## src/rtl/bht_predictor_pkg.sv

```systemverilog
// Shared BHT types, constants and PC-to-index helper for the frontend predictor.
// Latency: n/a (types and pure functions only).
// Backpressure: n/a.
package bht_predictor_pkg;

  // PC width of the integrated core; the update struct is sized from it.
  localparam int unsigned BHT_XLEN = 32;

  // 2-bit saturating counter: 00 strong-NT, 01 weak-NT, 10 weak-T, 11 strong-T.
  typedef logic [1:0] bht_cnt_t;

  // Value written by the clearing sweep (weak not-taken).
  localparam bht_cnt_t BHT_CNT_CLEAR = 2'b01;

  // Predictor control states.
  typedef enum logic {
    ST_SWEEP = 1'b0,
    ST_RUN   = 1'b1
  } bht_state_e;

  // Resolved-branch update as it travels from the controller/commit path.
  typedef struct packed {
    logic                valid;
    logic [BHT_XLEN-1:0] pc;
    logic                taken;
  } bht_update_t;

  // Table index: drop the instruction-alignment bits (1 with RVC, 2 without)
  // and keep log2(n) bits. Higher PC bits alias on purpose.
  function automatic int unsigned bht_index(input logic [63:0] pc,
                                            input bit          rvc,
                                            input int unsigned n);
    int unsigned ofs;
    ofs = rvc ? 32'd1 : 32'd2;
    return 32'(pc >> ofs) & (n - 32'd1);
  endfunction

endpackage

```

## src/rtl/bht_predictor_if.sv

```systemverilog
// Lookup / update / flush signal bundle between the frontend and the BHT.
// Latency: n/a (wires only).
// Backpressure: none; the predictor accepts every request, busy_o is informational.
interface bht_predictor_if
  import bht_predictor_pkg::*;
#(
  parameter int unsigned XLEN = BHT_XLEN
);

  logic            flush_bp_i;
  logic            lookup_valid_i;
  logic [XLEN-1:0] lookup_pc_i;
  logic            pred_valid_o;
  logic            pred_taken_o;
  logic            upd_valid_i;
  logic [XLEN-1:0] upd_pc_i;
  logic            upd_taken_i;
  logic            busy_o;

  // Frontend / controller side.
  modport master (
    output flush_bp_i,
    output lookup_valid_i,
    output lookup_pc_i,
    input  pred_valid_o,
    input  pred_taken_o,
    output upd_valid_i,
    output upd_pc_i,
    output upd_taken_i,
    input  busy_o
  );

  // Predictor side.
  modport slave (
    input  flush_bp_i,
    input  lookup_valid_i,
    input  lookup_pc_i,
    output pred_valid_o,
    output pred_taken_o,
    input  upd_valid_i,
    input  upd_pc_i,
    input  upd_taken_i,
    output busy_o
  );

endinterface

```

## src/rtl/bht_predictor_cnt_ram.sv

```systemverilog
// NR_ENTRIES x 2-bit counter array: one registered lookup read, one write port with current-value tap.
// Latency: lookup data valid one cycle after i_rd_en; writes visible to reads from the next cycle.
// Backpressure: none; the read register holds its value when i_rd_en is low.
module bht_predictor_cnt_ram
  import bht_predictor_pkg::*;
#(
  parameter int unsigned NR_ENTRIES = 128,
  parameter int unsigned IDX_W      = $clog2(NR_ENTRIES)
) (
  input  logic             i_clk,
  input  logic             i_rst_n,
  input  logic             i_rd_en,
  input  logic [IDX_W-1:0] i_rd_idx,
  output bht_cnt_t         o_rd_dat,
  input  logic             i_wr_en,
  input  logic [IDX_W-1:0] i_wr_idx,
  input  bht_cnt_t         i_wr_dat,
  output bht_cnt_t         o_wr_old
);

  // Storage is deliberately left unreset; the predictor sweeps it clear.
  bht_cnt_t r_mem [NR_ENTRIES];
  bht_cnt_t r_rd_dat;

  // Counter storage write; no reset so it can map onto SRAM/LUTRAM.
  always_ff @(posedge i_clk) begin
    if (i_wr_en) begin
      r_mem[i_wr_idx] <= i_wr_dat;
    end
  end

  // Registered lookup read; sees the array before this cycle's write.
  always_ff @(posedge i_clk) begin
    if (!i_rst_n) begin
      r_rd_dat <= '0;
    end else if (i_rd_en) begin
      r_rd_dat <= r_mem[i_rd_idx];
    end
  end

  assign o_rd_dat = r_rd_dat;
  // Current value at the write address, feeding the saturating increment.
  assign o_wr_old = r_mem[i_wr_idx];

endmodule

```

## src/rtl/bht_predictor.sv

```systemverilog
// Branch history table: 2-bit saturating counters, lookup + resolved-branch update each cycle.
// Latency: prediction one cycle after lookup; update visible to lookups from the next cycle.
// Backpressure: none; lookups/updates during a clearing sweep or flush cycle are dropped, busy_o flags the sweep.
module bht_predictor
  import bht_predictor_pkg::*;
#(
  parameter int unsigned NR_ENTRIES = 128,
  parameter int unsigned XLEN       = BHT_XLEN,
  parameter int unsigned RVC        = 1
) (
  input  logic           clk_i,
  input  logic           rst_ni,
  bht_predictor_if.slave bus
);

  localparam int unsigned IDX_W = (NR_ENTRIES > 1) ? $clog2(NR_ENTRIES) : 1;
  localparam logic [IDX_W-1:0] LAST_IDX = IDX_W'(NR_ENTRIES - 1);

  bht_state_e       r_state;
  bht_state_e       w_state_nxt;
  logic [IDX_W-1:0] r_sweep_idx;
  logic [IDX_W-1:0] w_sweep_idx_nxt;
  logic             r_pred_valid;

  bht_update_t      w_upd;
  logic [IDX_W-1:0] w_lk_idx;
  logic [IDX_W-1:0] w_upd_idx;
  logic             w_lk_en;
  logic             w_wr_en;
  logic [IDX_W-1:0] w_wr_idx;
  bht_cnt_t         w_wr_dat;
  bht_cnt_t         w_wr_old;
  bht_cnt_t         w_upd_new;
  bht_cnt_t         w_rd_dat;
  logic             w_busy;

  assign w_upd.valid = bus.upd_valid_i;
  assign w_upd.pc    = BHT_XLEN'(bus.upd_pc_i);
  assign w_upd.taken = bus.upd_taken_i;

  assign w_lk_idx  = IDX_W'(bht_index(64'(bus.lookup_pc_i), RVC != 0, NR_ENTRIES));
  assign w_upd_idx = IDX_W'(bht_index(64'(w_upd.pc), RVC != 0, NR_ENTRIES));

  // State register: reset (and mid-sweep reset) always restarts the sweep at entry 0.
  always_ff @(posedge clk_i) begin
    if (!rst_ni) begin
      r_state     <= ST_SWEEP;
      r_sweep_idx <= '0;
    end else begin
      r_state     <= w_state_nxt;
      r_sweep_idx <= w_sweep_idx_nxt;
    end
  end

  // Next state: sweep one entry per cycle, leave after the last; flush restarts from 0.
  always_comb begin
    w_state_nxt     = r_state;
    w_sweep_idx_nxt = r_sweep_idx;
    case (r_state)
      ST_SWEEP: begin
        if (bus.flush_bp_i) begin
          w_sweep_idx_nxt = '0;
        end else if (r_sweep_idx == LAST_IDX) begin
          w_state_nxt     = ST_RUN;
          w_sweep_idx_nxt = '0;
        end else begin
          w_sweep_idx_nxt = r_sweep_idx + 1'b1;
        end
      end
      ST_RUN: begin
        if (bus.flush_bp_i) begin
          w_state_nxt     = ST_SWEEP;
          w_sweep_idx_nxt = '0;
        end
      end
      default: begin
        w_state_nxt     = ST_SWEEP;
        w_sweep_idx_nxt = '0;
      end
    endcase
  end

  // Outputs: sweep owns the write port; in RUN it carries updates, and a flush kills both ports.
  always_comb begin
    w_busy   = 1'b0;
    w_lk_en  = 1'b0;
    w_wr_en  = 1'b0;
    w_wr_idx = w_upd_idx;
    w_wr_dat = w_upd_new;
    case (r_state)
      ST_SWEEP: begin
        w_busy   = 1'b1;
        w_wr_en  = 1'b1;
        w_wr_idx = r_sweep_idx;
        w_wr_dat = BHT_CNT_CLEAR;
      end
      ST_RUN: begin
        w_lk_en = rst_ni & bus.lookup_valid_i & ~bus.flush_bp_i;
        w_wr_en = rst_ni & w_upd.valid & ~bus.flush_bp_i;
      end
      default: begin
        w_busy = 1'b1;
      end
    endcase
  end

  // Saturating step of the counter currently stored at the update index.
  always_comb begin
    w_upd_new = w_wr_old;
    if (w_upd.taken) begin
      if (w_wr_old != 2'b11) begin
        w_upd_new = w_wr_old + 2'b01;
      end
    end else begin
      if (w_wr_old != 2'b00) begin
        w_upd_new = w_wr_old - 2'b01;
      end
    end
  end

  // Prediction valid tracks the accepted lookup by one cycle.
  always_ff @(posedge clk_i) begin
    if (!rst_ni) begin
      r_pred_valid <= 1'b0;
    end else begin
      r_pred_valid <= w_lk_en;
    end
  end

  bht_predictor_cnt_ram #(
    .NR_ENTRIES (NR_ENTRIES),
    .IDX_W      (IDX_W)
  ) u_cnt_ram (
    .i_clk    (clk_i),
    .i_rst_n  (rst_ni),
    .i_rd_en  (w_lk_en),
    .i_rd_idx (w_lk_idx),
    .o_rd_dat (w_rd_dat),
    .i_wr_en  (w_wr_en),
    .i_wr_idx (w_wr_idx),
    .i_wr_dat (w_wr_dat),
    .o_wr_old (w_wr_old)
  );

  assign bus.pred_valid_o = r_pred_valid;
  assign bus.pred_taken_o = w_rd_dat[1];
  assign bus.busy_o       = w_busy;

endmodule

```

## src/flat_wrapper.sv

```systemverilog
// flat-port wrapper written by rule: the top's interface ports become plain ports
module bht_predictor_flat import bht_predictor_pkg::*;
#(
  parameter int unsigned NR_ENTRIES = 128,
  parameter int unsigned XLEN       = BHT_XLEN,
  parameter int unsigned RVC        = 1
)
  (clk_i, rst_ni, bus_flush_bp_i, bus_lookup_valid_i, bus_lookup_pc_i, bus_pred_valid_o, bus_pred_taken_o, bus_upd_valid_i, bus_upd_pc_i, bus_upd_taken_i, bus_busy_o);
  bht_predictor_if #(.XLEN(XLEN)) bus_i ();
  input  logic clk_i;
  input  logic rst_ni;
  input wire logic [$bits(bus_i.flush_bp_i)-1:0] bus_flush_bp_i;
  input wire logic [$bits(bus_i.lookup_valid_i)-1:0] bus_lookup_valid_i;
  input wire logic [$bits(bus_i.lookup_pc_i)-1:0] bus_lookup_pc_i;
  output wire logic [$bits(bus_i.pred_valid_o)-1:0] bus_pred_valid_o;
  output wire logic [$bits(bus_i.pred_taken_o)-1:0] bus_pred_taken_o;
  input wire logic [$bits(bus_i.upd_valid_i)-1:0] bus_upd_valid_i;
  input wire logic [$bits(bus_i.upd_pc_i)-1:0] bus_upd_pc_i;
  input wire logic [$bits(bus_i.upd_taken_i)-1:0] bus_upd_taken_i;
  output wire logic [$bits(bus_i.busy_o)-1:0] bus_busy_o;
  assign bus_i.flush_bp_i = bus_flush_bp_i;
  assign bus_i.lookup_valid_i = bus_lookup_valid_i;
  assign bus_i.lookup_pc_i = bus_lookup_pc_i;
  assign bus_pred_valid_o = bus_i.pred_valid_o;
  assign bus_pred_taken_o = bus_i.pred_taken_o;
  assign bus_i.upd_valid_i = bus_upd_valid_i;
  assign bus_i.upd_pc_i = bus_upd_pc_i;
  assign bus_i.upd_taken_i = bus_upd_taken_i;
  assign bus_busy_o = bus_i.busy_o;
  bht_predictor #(.NR_ENTRIES(NR_ENTRIES), .XLEN(XLEN), .RVC(RVC)) u_core (.clk_i(clk_i), .rst_ni(rst_ni), .bus(bus_i));
endmodule
```

## config.mk

```make
export PLATFORM = sky130hd
export DESIGN_NAME = bht_predictor_flat
export DESIGN_NICKNAME = d
export VERILOG_FILES = /design/src/rtl/bht_predictor_pkg.sv /design/src/rtl/bht_predictor_if.sv /design/src/rtl/bht_predictor_cnt_ram.sv /design/src/rtl/bht_predictor.sv /design/src/flat_wrapper.sv
export SDC_FILE = /design/constraint.sdc
export NUM_CORES = 1
export LEC_CHECK = 0
export BUFFER_PORTS_ARGS = -buffer_cell sky130_fd_sc_hd__buf_4
export CORE_AREA = 2 2 181 183
export DETAILED_ROUTE_END_ITERATION = 6
export DIE_AREA = 0 0 183 185
export PLACE_DENSITY = 0.65
export SLEW_MARGIN = 20
export SYNTH_ARGS = -nofsm -noshare
export SYNTH_HDL_FRONTEND = slang
export SYNTH_SLANG_ARGS = --single-unit
```

## constraint.sdc

```tcl
create_clock -name clk_i -period 8.9 [get_ports clk_i]
set_input_delay 0.89 -clock clk_i [delete_from_list [all_inputs] [get_ports clk_i]]
set_output_delay 0.89 -clock clk_i [all_outputs]
set_load 0.005 [all_outputs]
```

# Word level (Yosys, flattened, before mapping)
# Memories as Yosys holds them, arrays and structs flattened. A register that Yosys moved wholly into a read port is not among the register bits.
# Index checks and enable logic that the tools add are counted.
dict set report op_classes {
  n_eq_ne 3
  n_reduce_logical 2
  n_mux 18
  bitwise_logic 6
  n_addsub 3
}
# cell count
set op_table {}
lappend op_table {{$mux 7} 4}
lappend op_table {{$pmux 7 s2} 1}
lappend op_table {{$mux 2} 4}
lappend op_table {{$add 7x1->7 const B} 1}
lappend op_table {{$eq 7x7->1 const B} 1}
lappend op_table {{$mux 1} 7}
lappend op_table {{$and 1x1->1} 4}
lappend op_table {{$ne 2x2->1 const B} 2}
lappend op_table {{$pmux 1 s2} 2}
lappend op_table {{$add 2x1->2 const B} 1}
lappend op_table {{$not 1->1} 2}
lappend op_table {{$reduce_bool 2->1} 1}
lappend op_table {{$sub 2x1->2 const B} 1}
lappend op_table {{$logic_not 1->1} 1}
dict set report totals {
  ramBits 256
  out_inout_bits 3
  n_memories 1
  ff_bits 9
}
# memory depth word_bits read_ports rd_clocked_by_memory_dff wr line_no
set memory_table {}
lappend memory_table {u_core.u_cnt_ram.r_mem 128 2 2 1 1 bht_predictor_cnt_ram.sv:22} ;# bht_cnt_t r_mem [NR_ENTRIES];

# Logic depth before layout (Yosys ltp)
# Gate-level depths: netlist of the first run.
# An unclocked memory read counts as a cell.
dict set report depth {
  depth_word 6
  mapped_depth 12
  depth_no_buf 8
}

# Cells and area by module
# A second synthesis of the first run with hierarchy kept.
dict set report hier_totals {
  hier_cells 985
  area_unflattened_um2 13558.0
}
# module cells_each area_each_um2 seq_area_each_um2 n_inst
set by_module_without_submodules {}
lappend by_module_without_submodules {bht_predictor_cnt_ram 920 13010.0 7727.4 1}
lappend by_module_without_submodules {bht_predictor 65 548.0 180.2 1}

# Least setup slack after synthesis of the first run
# OpenSTA, ideal clock, no wires.
dict set report synth_path {
  kind {input -> register}
  startpoint {input bus_upd_pc_i[1]}
  endpoint {memory u_core.u_cnt_ram.r_mem[0][0] in the netlist's numbering, data pin}
  cell_stages 10
  arrival_ns 8.038
  setup_time_ns 1.229
  n_path_buf 2
  slack_ns -0.367
  cell_sequence {clkbuf_2 > buf_2 > mux2i_2 > mux2_2 > o22ai_1 > a221o_1 > o211ai_1 > a221oi_2 > nor3_1 > a211oi_1}
}
dict set report synth_between {
  elab_chain_len 6
}
# element line_no
set synth_lines {}
lappend synth_lines {{from (decl)} flat_wrapper.sv:18} ;# input wire logic [$bits(bus_i.upd_pc_i)-1:0] bus_upd_pc_i;
lappend synth_lines {{$mux 7 *} bht_predictor.sv:90} ;# case (r_state)
lappend synth_lines {{$mem_v2 128x2 *} --}
lappend synth_lines {{$sub 2x1->2, or another cell as far along} bht_predictor.sv:116} ;# w_upd_new = w_wr_old - 2'b01;
lappend synth_lines {{$mux 2, on equally long branches} {bht_predictor.sv:115, bht_predictor.sv:111}}
lappend synth_lines {{$mux 2 *} bht_predictor.sv:110} ;# if (w_upd.taken) begin
lappend synth_lines {{$mux 2 *} bht_predictor.sv:90}
lappend synth_lines {{via u_core.u_cnt_ram.i_wr_dat[0]} bht_predictor_cnt_ram.sv:17} ;# input bht_cnt_t i_wr_dat,
lappend synth_lines {{to (decl)} bht_predictor_cnt_ram.sv:22}
# Mark *: on every way through the listed nets, which the timed path passes. The rest lies on a longest branch.

# Worst setup path after layout of the first run
dict set report layout_path {
  startpoint {register u_core.r_state}
  endpoint {memory u_core.u_cnt_ram.r_mem[92][1] in the netlist's numbering, data pin}
}
dict set report layout_between {
  elab_chain_len 6
}
# element line_no
set layout_lines {}
lappend layout_lines {{from (decl)} bht_predictor.sv:19} ;# bht_state_e r_state;
lappend layout_lines {{from (signal assigned)} bht_predictor.sv:50} ;# r_state <= w_state_nxt;
lappend layout_lines {{$mux 7} bht_predictor.sv:90}
lappend layout_lines {{$mem_v2 128x2} --}
lappend layout_lines {{$sub 2x1->2, or another cell as far along} bht_predictor.sv:116}
lappend layout_lines {{$mux 2, on equally long branches} {bht_predictor.sv:115, bht_predictor.sv:111}}
lappend layout_lines {{$mux 2} bht_predictor.sv:110}
lappend layout_lines {{$mux 2 *} bht_predictor.sv:90}
lappend layout_lines {{via u_core.u_cnt_ram.i_wr_dat[1]} bht_predictor_cnt_ram.sv:17}
# Marked as above.

==> results of run 1 <==
cell usage after synthesis, drive strengths merged, types with 5 or more instances:
cell     count  area [sq um]
edfxtp     256          7690
nor2       159           609
nand2       65           254
mux4        42           946
o21ai       30           150
a21oi       27           135
o22ai       27           169
clkbuf      26           100
buf         24           156
mux2i       22           228
a22oi       18           135
mux2        18           218
dfxtp       10           200
nor3        10          50.1
a222oi       9          90.1
nand3        9          45.0
nor4         8          50.1
o2111ai      8          70.1
o221ai       7          61.3
inv          6          22.5
nand4        6          37.5
nand4b       6          52.6
nand4bb      5          61.3
nor4b        5          56.3
o211ai       5          37.5
or4          5          41.3
cell families (layout without fill, tap and decap cells):
kind of cell	after synthesis	after routing	synth area share, %
AO/OA/AOI/OAI	166	166	9.39
XOR/XNOR	3	3	0.214
adder cells (fa/ha/maj)	1	1	0.102
buffers and inverters	56	88	2.27
flip-flops	266	266	64.1
multiplexers	82	82	11.3
AND/OR/NAND/NOR	313	313	12.6
state kept, by name, summed over array words and instances (netlist names):
register / cells
u_core.u_cnt_ram.r_mem: 256
u_core.r_sweep_idx: 7
u_core.bus.pred_valid_o: 1
u_core.r_state: 1
u_core.u_cnt_ram.o_rd_dat: 1
power groups by stage:
| stage | registers, mW | logic (mW) | clock network, mW |
|---|---|---|---|
| final | 1.36 | 0.111 | 1.07 |
| after global routing | 1.35 | 0.115 | 1.12 |
| after global placement | 1.38 | 0.107 | 0 |
| after detailed placement | 1.38 | 0.108 | 0 |
| after floorplan | 1.38 | 0.0682 | 0 |
| after CTS | 1.36 | 0.109 | 1.07 |
final cells by class:
| class | instances | area [sq um] | area share, % |
|---|---|---|---|
| Sequential cell | 266 | 7890 | 57.7 |
| Multi-Input combinational cell | 565 | 4160 | 30.4 |
| Clock buffer | 34 | 702 | 5.14 |
| Tap cell | 408 | 510 | 3.74 |
| Timing Repair Buffer | 37 | 278 | 2.03 |
| Clock inverter | 11 | 104 | 0.760 |
| Inverter | 6 | 22.5 | 0.165 |
metrics by stage:
stage               cell area [sq um]  utilization (%)
floorplan                       12300                -
global placement                12900             40.1
detailed placement              12900             40.1
CTS                             13700             42.7
global route                    13700             42.7
finish                          13700             42.7
critical path, stage by stage, from the launching register on:
cell,delay [ns]
dfxtp_2,0.31
buf_4,0.50
nand4bb_2,0.34
and2_1,0.68
o22ai_1,0.19
nor4_1,0.49
o221ai_1,0.19
or4_4,0.54
nor3_1,0.44
a211o_4,0.54
buf_4,0.69
worst max path at each step:
stage / startpoint / endpoint / slack [ns] / depth (start not counted)
after floorplan: bus_upd_pc_i[1] / u_core.u_cnt_ram.r_mem[0][0] / 2.44 / 10
after CTS: u_core.r_state / u_core.u_cnt_ram.r_mem[8][1] / 3.63 / 10
after detailed placement: bus_upd_pc_i[2] / u_core.u_cnt_ram.r_mem[69][1] / 3.43 / 10
after global placement: bus_upd_pc_i[2] / u_core.u_cnt_ram.r_mem[71][1] / 3.50 / 10
after global routing: u_core.r_state / u_core.u_cnt_ram.r_mem[102][1] / 3.31 / 10
final: u_core.r_state / u_core.u_cnt_ram.r_mem[92][1] / 3.57 / 10
layer usage:
layer | global-route usage [%] | wire [microns]
met5 | 0 | 0
met2 | 34.2 | 16800
met4 | 9.28 | 1490
met3 | 5.86 | 4770
met1 | 29.4 | 14100
==> metrics, run 1 <==
peak supply drop ~130 uV; outcome complete, but fails checks; Starting Density 38.4%; syn_nets 958; CTS Sinks 266; Power, Total 2.53 mW; vias in the first global route 8398; Final min period 5.33 ns; number of diodes 0; Top Ports 73; die width 183 microns; Clock Path Buffers 3; Mapped Cells between 800 and 900; Req. time, crit path 9.14 ns; DIE HEIGHT around 190 microns; PwrDens 185 mW/mm^2; Final WS setup 3.57 ns; drt wl/cell approximately 28 microns; Iteration-0 DRC Markers 1242; commonest non-fill, non-tap cell in the layout edfxtp_1; vias per std cell around 6.4; crit path DAT between 5 and 6 ns; GRT Residual Overflow 0; FF-to-FF End u_core.u_cnt_ram.r_mem[92][1]; initial antenna violation count 0; Setup CP Type register to register; final worst path period share 59.8%; number of flops mapped to enable cells by yosys 256; MaxCap Viol Count 0; dpl cells between 1000 and 1500; Worst R2R Start u_core.r_state; final wirelength 37200 microns; clock-pin slew on the worst setup and hold paths 0.06 ns; Post-Syn Area 0.0123 sq mm; Startpoint Class register; hold path cells 2; CTS H-tree lvls 1; most frequent cells in the layout 256 x edfxtp_1, 154 x nor2_1, 63 x nand2_1; pre-CTS setup slack 3.43 ns; register share of total power 53.5%; Clock Tree Root clkbuf_16; clk_lat worst skew 0.55 ns; Fin Hold WS 0.461 ns; RSZ-0062 raised after global routing false; fmax 0.188 GHz; non-filler instance count after layout 1327; #FFs+latches synth 266; CTS Hold Bufs 0; CP endpoint kind register; Fillers 2955; Synth Warn # 0; DR vias 8524; Port Buffers 22; combinational power share ~4.4%; crit-path max FO 78; drt pass-1 iters 7; Hold Path Sink u_core.u_cnt_ram.o_rd_dat[1]; Layout area overhead 11.1%; Core Rows 66; first-pass GRT wire length 54300 microns; core area 0.0320 sq mm; Leakage 4.52 nW; Clock power frac 42.1%; Net Sw Frac 20.9%; worst reg2reg setup slack 3.57 ns; P_int around 2 mW; gpl congestion between 0.9 and 1; Final #Nets between 900 and 1000; DRC viols 3; Post-DP HPWL approximately 23000 microns; clk_skew just under 0.02 ns; endpoints failing hold 0; ys flop type edfxtp_1; switching power 0.528 mW; PostCTS Resize Cnt 0; Worst Tran Pin Value 1.21 ns; GRT Overall Usage 22.0%; reg2reg path depth 10; postcts setup bufs 0; ratio of cells with drive above 1 in the final layout 16.9%; violated checks DRC; setup_tns 0 ns; Async SR Flop Fraction 0%; largest net degree at the start of global routing around 80; Final setup viols 0; full die area ~0.034 sq mm; post-route ant nets 0; Seq/Total Area, Yosys 64.1%; CTS tree yes; Hold Crit Start u_core.u_cnt_ram.o_rd_dat[1]; worst hold path type register to register; Synth Area per Inst 13.9 sq um; CTS Buf Count 27; Cell variety after synth 80; final number of max-transition violations 0; relative slew slack 19.4%
(Power assumes the default switching activity.)
==> inputs of run 2 (changes only) <==
==> constraint.sdc (replaced) <==
create_clock -name clk_i -period 4.8 [get_ports clk_i]
set_input_delay 0.48 -clock clk_i [delete_from_list [all_inputs] [get_ports clk_i]]
set_output_delay 0.48 -clock clk_i [all_outputs]
set_load 0.005 [all_outputs]
==> run 2 against run 1 <==
  * The run now ends clean
  * Largest cell class unchanged
  * Critical endpoint is now u_core.u_cnt_ram.r_mem[16][1]
  * Maximum frequency grew 19%
  * Total power grew 90%
  * Global-route usage is essentially flat
==> metrics, run 2 (synthesis gave the netlist of run 1 again) <==
full die area 0.0339 sq mm; GRT Overall Usage between 20% and 30%; Startpoint Class register; Final setup viols 0; Worst Tran Pin Value 1.23 ns; Final min period 4.48 ns; Met2 Wirelength 16700 microns; Layout area overhead 13.4%; core area 0.0320 sq mm; FF/Latch Area 0.00789 sq mm; Req. time, crit path ~5 ns; top layer in use met4; most frequent cells in the layout 256 x edfxtp_1, 153 x nor2_1, 63 x nand2_1; max reg flops 256; GRT Residual Overflow 0; final worst path period share just over 90%; met3 WL 4230 microns; CTS H-tree lvls 1; crit path DAT 4.83 ns; DIE HEIGHT around 190 microns; crit-path max FO roughly 60; final number of max-transition violations 0; drt wl/cell 27.4 microns; Clock Tree Root clkbuf_16; area of the multi-input gates approximately 0.0042 sq mm; setup_tns 0 ns; drt pass-1 iters 6; Routed met1 length ~14000 microns; die width 183 microns; DRC viols 0; Port Buffers 22; Leakage 4.42 nW; ratio of cells with drive above 1 in the final layout 19.5%; relative slew slack between 10% and 20%; PwrDens 345 mW/mm^2; CTS Sinks 266; Iteration-0 DRC Markers 1220; Setup CP Type register to register; CTS tree yes; CP endpoint kind register; Starting Density 38.4%; Final #Nets 997; Top Ports 73; largest net degree at the start of global routing 68; post-route ant nets 0; final wirelength 37100 microns; clk_skew 0.0231 ns; Post-DP HPWL 24300 microns; Fillers 2928; most flop-heavy register u_core.u_cnt_ram.r_mem; RSZ-0062 raised after global routing false; first-pass GRT wire length 54400 microns; CTS Buf Count 28; Core Rows 66; vias per std cell 6.32; clk_lat worst skew 0.55 ns; worst hold path type input pin to register; vias in the first global route 8558; MaxCap Viol Count 0; peak supply drop around 210 uV; commonest non-fill, non-tap cell in the layout edfxtp_1; biggest regs u_core.u_cnt_ram.r_mem (256), u_core.r_sweep_idx (7); DR vias roughly 8600; Power, Total 4.82 mW; Fin Hold WS between 0.15 and 0.2 ns; gpl congestion 0.930; Clock Path Buffers 3; fmax around 0.22 GHz; outcome finished clean; initial antenna violation count 0; endpoints failing hold 0; clock-pin slew on the worst setup and hold paths 0.07 ns; pre-CTS setup slack around 0.26 ns; Final WS setup 0.315 ns; number of diodes 0
run 2: path summary, 6_finish.rpt:
| check | from | to | slack [ns] | cells after the start |
|---|---|---|---|---|
| worst max-delay path | u_core.r_state | u_core.u_cnt_ram.r_mem[16][1] | 0.32 | 10 |
| worst min-delay path | bus_lookup_valid_i | u_core.bus.pred_valid_o | 0.18 | 3 |
| worst max register to register | u_core.r_state | u_core.u_cnt_ram.r_mem[16][1] | 0.32 | 10 |
| worst min register to register | u_core.u_cnt_ram.o_rd_dat[1] | u_core.u_cnt_ram.o_rd_dat[1] | 0.46 | 2 |
run 2: per-layer routing:
layer,GRT usage [%],up-vias
li1,-,3612
met2,33.8,568
met4,11.0,0
met3,4.52,139
met1,30.0,4236
met5,0,-
run 2: timing repair:
item                       in CTS  in global routing
hold endpoints to repair        0                  0
gates resized for setup         0                  1
setup endpoints to repair       0                 34
hold buffers                    0                  0
buffers inserted                0                  0
run 2: metrics by stage:
stage	area, sq um	utilization [%]	cells
2_1_floorplan	12300	-	887
3_3_place_gp	13100	40.8	1304
3_5_place_dp	13100	40.8	1304
4_1_cts	14000	43.5	1354
5_1_grt	14000	43.5	1354
6_report	14000	43.5	1354
run 2: report_power, final:
part / total, mW / switching (mW) / internal (mW) / leakage (nW)
registers: 2.51 / 0.00468 / 2.51 / 2.43
clock network: 2.09 / 0.885 / 1.20 / 0.432
logic: 0.221 / 0.132 / 0.0883 / 1.56
total: 4.82 / 1.02 / 3.80 / 4.42
run 2: cell type report:
cell class | instances | area share [%]
sequential | 266 | 56.5
multi-input combinational | 565 | 29.9
clock buffer | 33 | 5.31
tap | 408 | 3.66
timing repair buffer | 59 | 3.44
clock inverter | 17 | 0.986
inverter | 6 | 0.161
run 2: worst max-delay path: stages (launching register included):
cell and delay [ns]:
dfxtp_2 0.69, and4b_1 0.37, nor2_2 0.41, buf_4 0.24
o22ai_1 0.09, nor4_1 0.41, o221ai_1 0.16, or4_4 0.56
nor3_1 0.46, a211o_4 0.52, buf_12 0.30
